File: config.mk
export PLATFORM = sky130hd
export DESIGN_NAME = mul_share_arbiter
export DESIGN_NICKNAME = d
export VERILOG_FILES = /design/src/rtl/mul_share_arbiter.sv
export SDC_FILE = /design/constraint.sdc
export NUM_CORES = 1
export LEC_CHECK = 0
export BUFFER_PORTS_ARGS = -buffer_cell sky130_fd_sc_hd__clkbuf_2
export CORE_AREA = 3 3 58 60
export DETAILED_ROUTE_END_ITERATION = 10
export DIE_AREA = 0 0 61 63
export PLACE_DENSITY = 0.9
export SLEW_MARGIN = 10
export SYNTH_ARGS = -nofsm -noshare
export SYNTH_HDL_FRONTEND = slang
export SYNTH_SLANG_ARGS = --single-unit
File: constraint.sdc
create_clock -name clk -period 5.6 [get_ports clk]
set_clock_uncertainty 0.1 [all_clocks]
set_input_delay 0.84 -clock clk [delete_from_list [all_inputs] [get_ports clk]]
set_output_delay 0.84 -clock clk [all_outputs]
set_load 0.05 [all_outputs]
File: src/rtl/mul_share_arbiter.sv
//==============================================================================
// Module : mul_share_arbiter
// Brief  : Round-robin sequencer sharing one pipelined multiplier between
//          N_REQ requesters; tracks valid/ID alongside the multiplier pipeline.
// Rev    : 1.0 - initial release
//==============================================================================
`timescale 1ns/1ps
`default_nettype none

module mul_share_arbiter #(
    parameter int N_REQ   = 4,
    parameter int ID_W    = 2,
    parameter int MUL_LAT = 2
) (
    input  logic                  clk,
    input  logic                  reset,
    input  logic [N_REQ-1:0]      req_valid,
    output logic [N_REQ-1:0]      req_ready,
    input  logic [6*N_REQ-1:0]    req_a,
    input  logic [11*N_REQ-1:0]   req_b,
    output logic                  mul_ce,
    output logic [5:0]            mul_din0,
    output logic [10:0]           mul_din1,
    input  logic [10:0]           mul_dout,
    output logic                  rsp_valid,
    input  logic                  rsp_ready,
    output logic [ID_W-1:0]       rsp_id,
    output logic [10:0]           rsp_p,
    output logic                  idle
);

    localparam int c_A_W = 6;
    localparam int c_B_W = 11;

    // Shadow pipeline mirroring the multiplier stages
    logic [MUL_LAT-1:0]   r_sh_valid;
    logic [ID_W-1:0]      r_sh_id [MUL_LAT];
    logic [ID_W-1:0]      r_last_grant;

    logic                 w_arb_en;
    logic [N_REQ-1:0]     w_req_elig;
    logic                 w_grant_any;
    logic [ID_W-1:0]      w_grant_id;
    logic [ID_W-1:0]      w_cand;
    logic [N_REQ-1:0]     w_grant_oh;
    logic [c_A_W-1:0]     w_din0;
    logic [c_B_W-1:0]     w_din1;
    logic                 w_rsp_valid;

    // Outputs are forced to their reset values while reset is held low
    assign w_rsp_valid = reset & r_sh_valid[MUL_LAT-1];
    assign rsp_valid   = w_rsp_valid;
    assign rsp_id      = reset ? r_sh_id[MUL_LAT-1] : '0;
    assign rsp_p       = mul_dout;
    assign idle        = !reset || (r_sh_valid == '0);

    assign mul_ce      = !(w_rsp_valid && !rsp_ready);
    assign w_arb_en    = reset & mul_ce;
    assign w_req_elig  = req_valid & {N_REQ{w_arb_en}};

    // Search starts one past the last granted requester and wraps
    always_comb begin
        w_grant_any = 1'b0;
        w_grant_id  = '0;
        w_cand      = '0;
        for (int k = 1; k <= N_REQ; k++) begin
            w_cand = ID_W'((int'(r_last_grant) + k) % N_REQ);
            if (!w_grant_any && w_req_elig[w_cand]) begin
                w_grant_any = 1'b1;
                w_grant_id  = w_cand;
            end
        end
    end

    generate
        for (genvar i = 0; i < N_REQ; i++) begin : g_ready
            assign w_grant_oh[i] = w_grant_any && (w_grant_id == ID_W'(i));
        end
    endgenerate

    assign req_ready = w_grant_oh;

    always_comb begin
        w_din0 = '0;
        w_din1 = '0;
        for (int i = 0; i < N_REQ; i++) begin
            if (w_grant_oh[i]) begin
                w_din0 = w_din0 | req_a[i*c_A_W +: c_A_W];
                w_din1 = w_din1 | req_b[i*c_B_W +: c_B_W];
            end
        end
    end

    assign mul_din0 = w_din0;
    assign mul_din1 = w_din1;

    always_ff @(posedge clk) begin
        if (!reset) begin
            r_sh_valid   <= '0;
            r_last_grant <= ID_W'(N_REQ - 1);
            for (int s = 0; s < MUL_LAT; s++) begin
                r_sh_id[s] <= '0;
            end
        end else begin
            if (mul_ce) begin
                r_sh_valid[0] <= w_grant_any;
                r_sh_id[0]    <= w_grant_id;
                for (int s = 1; s < MUL_LAT; s++) begin
                    r_sh_valid[s] <= r_sh_valid[s-1];
                    r_sh_id[s]    <= r_sh_id[s-1];
                end
            end
            if (w_grant_any) begin
                r_last_grant <= w_grant_id;
            end
        end
    end

endmodule

`default_nettype wire
; ---- Word-level counts from Yosys, hierarchy flattened
; Memory sizes are Yosys's and may differ from the RTL's.
; Cells that the tools add are included.
[totals]
reg_bits = 4
ramBits = 4
in_bits = 86
elab_cells = 73
mem_count = 1
[op_classes]
n_addsub = 4
n_lt_le_gt_ge = 4
n_eq_ne = 3
muxes = 31
bitwise = 11
n_reduce_logical = 17
[memory_table]
columns = memory, depth, width, read_ports, rd_clocked_by_memory_dff, wr, line
row1 = r_sh_id, 2, 2, 2, 0, 2, 37  ; logic [ID_W-1:0] r_sh_id [MUL_LAT];
[op_table]
columns = operator, n
row1 = $mux 11, 4
row2 = $or 11x11->11, 3
row3 = $mux 6, 4
row4 = $or 6x6->6, 3
row5 = $mux 2, 7
row6 = $lt 2x3->1 const B, 4
row7 = $mux 1, 12
row8 = $bmux 1 s2, 4
row9 = $logic_and 1x1->1, 8
row10 = $logic_not 1->1, 6
row11 = $add 2x1->2 const B, 2
row12 = $add 2x2->2 const B, 2
row13 = $and 4x4->4, 1
row14 = $eq 2x2->1 const B, 2
row15 = $logic_not 2->1, 2
row16 = $and 1x1->1, 2
row17 = $eq 2x1->1 const B, 1
row18 = $or 1x1->1, 2
row19 = $logic_or 1x1->1, 1

; ---- Longest topological paths before layout
[logic_depth]
ltp_word = 26
mapped_depth = 7

; ---- Worst setup path after synthesis
; No wires, ideal clock.
[synth_timing]
path_kind = input port to output port
start = in req_valid[3]
end = out mul_din0[4]
t_arrival_ns = 2.632
setup_slack_ns = 2.028
path_stages = 6
cell_sequence = inv_2 > maj3_2 > a2111oi_4 > buf_4 > a221oi_1 > a31oi_1
[synth_between]
elab_chain_cells = 22
word_cells_on_any_way = 38
cone_classes = 3 x eq/ne / 20 x mux / 4 x bitwise / 11 x reduce/logical
[synth_rtl]
columns = item, line
row1 = start: declaration, 17  ; input logic [N_REQ-1:0] req_valid,
row2 = $and 4x4->4 *, 59  ; assign w_req_elig = req_valid & {N_REQ{w_arb_en}};
row3 = $bmux 1 s2, 68  ; if (!w_grant_any && w_req_elig[w_cand]) begin
row4 = $mux 1 (implied by the code), 68
row5 = $mux 1, 68
row6 = $logic_not 1->1, 68
row7 = $logic_and 1x1->1, 68
row8 = $mux 1, 68
row9 = $logic_not 1->1, 68
row10 = [... 6 more ...], --
row11 = $logic_and 1x1->1, 77  ; assign w_grant_oh[i] = w_grant_any && (w_grant_id == ID_W'(i));
row12 = $mux 6, 87  ; if (w_grant_oh[i]) begin
row13 = $or 6x6->6, 88  ; w_din0 = w_din0 | req_a[i*c_A_W +: c_A_W];
row14 = $mux 6, 87
row15 = $or 6x6->6, 88
row16 = $mux 6, 87
row17 = $or 6x6->6, 88
row18 = $mux 6 *, 87
row19 = end: declaration, 22  ; output logic [5:0] mul_din0,
; Every way passes the cells marked *; elsewhere a longest branch is shown, timed or not. The select of a mux whose other input is x is not followed.

; ---- Worst setup path in the final report
[layout_timing]
start = in req_valid[3]
end = out mul_din1[10]
[layout_between]
elab_chain_cells = 22
word_cells_on_any_way = 38
cone_classes = 3 x eq/ne / 20 x mux / 4 x bitwise / 11 x reduce/logical
[layout_rtl]
columns = item, line
row1 = $and 4x4->4 *, 59
row2 = $bmux 1 s2, 68
row3 = $mux 1 (implied by the code), 68
row4 = $mux 1, 68
row5 = $logic_not 1->1, 68
row6 = $logic_and 1x1->1, 68
row7 = $mux 1, 68
row8 = $logic_not 1->1, 68
row9 = [... 6 more ...], --
row10 = $logic_and 1x1->1, 77
row11 = $mux 11, 87
row12 = $or 11x11->11, 89  ; w_din1 = w_din1 | req_b[i*c_B_W +: c_B_W];
row13 = $mux 11, 87
row14 = $or 11x11->11, 89
row15 = $mux 11, 87
row16 = $or 11x11->11, 89
row17 = $mux 11 *, 87
row18 = end: declaration, 23  ; output logic [10:0] mul_din1,
; Marked as above.

==> flow_summary.ini <==
[synthesis]
synth_seq_area_share_pct = 20.08
synthDistinctLibCells = 28
synth_edf_count = 4
synth_seq_cells = 8
yosys_warnings = 0
synth_area_leader_cell = a221oi_1
synth_area_leaders = a221oi_1 15%, nand2_1 14%, edfxtp_1 12%
syn_nets = 225
syn_inst = 139
yosysMostFrequentCell = nand2_1
syn-cell-area_um2 = 997.2
synth_top_area_share_pct = 14.93
syn_avg_cell_area_um2 = 7.174
synth_common_cells = 38 x nand2_1, 17 x a221oi_1, 17 x a31oi_1
synth-main-ff-cell = edfxtp_1
async_flop_share_pct = 0

[timing]
tns_ps = 0
tightestPinTransition_ps = 831.7
fmax_ghz = 0.2450
slew_viol_final = 0
slew_headroom_pct = 44.55
finalHoldViolCount = 0
rsz0062_at_grt = false
setup_viol = 0
min_period_over_period_pct = 72.87
min_period_ps = 4081

[floorplanning]
die-area_mm2 = 0.003843
core-area_mm2 = 0.002978
die_x_um = 61
num_rows = 20
die_height_um = 63
start_util_pct = 33.49
pin_count = 123

[routing]
routed_via_density = 5.291
drt-pass1-iter-count = 4
drt-total-wl_um = 3257
drt-wirelength-per-cell_um = 12.62
postRouteAntennaNets = 0
drt_iter0_markers = 55
top_layer = met4
met3_length_um = 319
wl_met1_um = 1211
route.met2.wl_um = 1691
vias = 1365
drc = 0

[critical_path]
r2r-end = r_last_grant[0]
required_ps = 4660
crit_path_max_fanout = 24
cpPeakStageDelay_ps = 800
crit_top_cell = clkbuf_2
r2r_slack_ps = 3610
crit_type = in2out
cp.arrival_ps = 3140
worstSetupStartpointType = input pin
path_buf_inv = 4
r2r-start = r_last_grant[1]
cp_slowest_cell = a2111oi_4
r2r_cells = 5
critPathTopFamily = compound AO/OA/AOI/OAI gates
crit_chain = clkbuf_2 > inv_2 > maj3_2 > a2111oi_4 > buf_4 > a221oi_1 > a31oi_1 > clkbuf_2
end_kind = output pin

[min_path]
min_from = r_sh_valid[0]
min_to = r_sh_valid[1]
min_path_cells = 2
hold_class = reg2reg

[clocking]
cts_buffers = 3
cts_buffer_depth = 2
cts.htree.levels = 1
cts_tree = built
clk_pin_slew_ps = 60
cts_root_buf = clkbuf_4
cts_resized = 0
hold_buffers = 0
clock_sinks = 8
clkLatencyLatePin_ps = 270
cts_setup_buffers = 0

[cells_and_area]
nNetsFinal = 312
antenna_cells = 0
drive_gt1_share_pct = 51.11
area_growth_pct = 44.17
utilization_pct = 48.28

[global_route]
grt_pass1_wl_um = 5271
grt_max_degree = 37
overflow = 0
groute.usage.overall_pct = 17.36
grt_pass1_vias = 1281
grt_antenna_before_repair = 0

[run]
drv_cap = 0

[outcome]
status = completed

[place]
routabilityCongestion = 0.7656
portBuffers = 100
post-dp-hpwl_um = 2546

[pwr]
p_leak_nw = 0.7705
pwr_density_cell_mw_per_mm2 = 227.2
peakVddDrop_v = 0.0001304
==> layout make-up <==
cell class              count  area (µm²)
multi-input cells         103       620.6
well taps                  33       41.29
inverters                   7       26.28
fillers                   297        1540
clock buffers               4       26.28
flip-flops and latches      8       200.2
repair buffers            103       523.0
==> logic make-up (layout without fill, tap and decap cells) <==
group                    count (synthesis)  count (layout)  synth area share, %
flip-flops                               8               8                20.08
AND/OR/NAND/NOR                         54              54                23.46
buffers and inverters                   28             114                17.69
AO/OA/AOI/OAI                           48              48                37.64
adder cells (fa/ha/maj)                  1               1                1.129
==> layer usage <==
metal / vias to the layer above / track usage, %
met2: 73 / 30.61
met4: 0 / 5.691
met3: 7 / 4.132
met5: - / 0
met1: 607 / 19.70
li1: 678 / -
==> cell usage in the layout, fill, tap and decap left out <==
master / instances
inv_1: 4
a31oi_1: 17
maj3_2: 1
and2_1: 5
a31o_2: 1
nand3b_1: 2
and2b_1: 1
edfxtp_1: 4
o221ai_1: 1
clkbuf_4: 3
o21ai_1: 1
clkbuf_1: 1
o21a_1: 1
nor2b_1: 1
o21ai_0: 2
a21oi_1: 2
buf_4: 3
clkbuf_2: 100
dfxtp_1: 4
a21boi_0: 2
inv_2: 3
nor2_1: 5
o211ai_1: 2
a221oi_1: 17
a2111oi_4: 1
nand2_1: 38
nor2_2: 2
a211oi_2: 1
==> report_power, final <==
group          switching [mW]  total, mW  internal (mW)
Combinational           0.142      0.205         0.0627
Sequential            0.00357     0.0710         0.0674
Clock                  0.0231     0.0506         0.0275
Total                   0.169      0.327          0.158
==> worst register-to-register path: stages, from the launching register on <==
cell	delay [ps]
dfxtp_1	430
a21boi_0	120
o21a_1	220
a2111oi_4	780
inv_2	140
o211ai_1	130
==> sequential cells by signal (all words and copies together), names as in the netlist <==
signal / count
r_sh_id: 4
r_last_grant: 2
r_sh_valid: 2
==> per-stage QoR <==
step,hold WS (ps),cell area [µm²],power (mW),instances,worst slack (ps)
after floorplan,332.7,997.2,0.2427,139,2028
after global placement,341.5,1411,0.2759,254,1548
after detailed placement,353.0,1411,0.2784,254,1500
after CTS,356.3,1438,0.3301,258,1487
after global routing,398.2,1438,0.3500,258,1277
final,356.0,1438,0.3266,258,1519
==> worst max-delay path by stage <==
| stage | startpoint | end | slack [ps] | cells after the start |
|---|---|---|---|---|
| finish | req_valid[3] | mul_din1[10] | 1520 | 8 |
| global route | req_valid[3] | mul_din1[10] | 1280 | 8 |
| CTS | req_valid[3] | mul_din1[10] | 1490 | 8 |
| detailed placement | req_valid[3] | mul_din1[10] | 1500 | 8 |
| global placement | req_valid[3] | mul_din1[10] | 1550 | 8 |
| floorplan | req_valid[3] | mul_din0[4] | 2030 | 6 |
(Power assumes the default switching activity.)
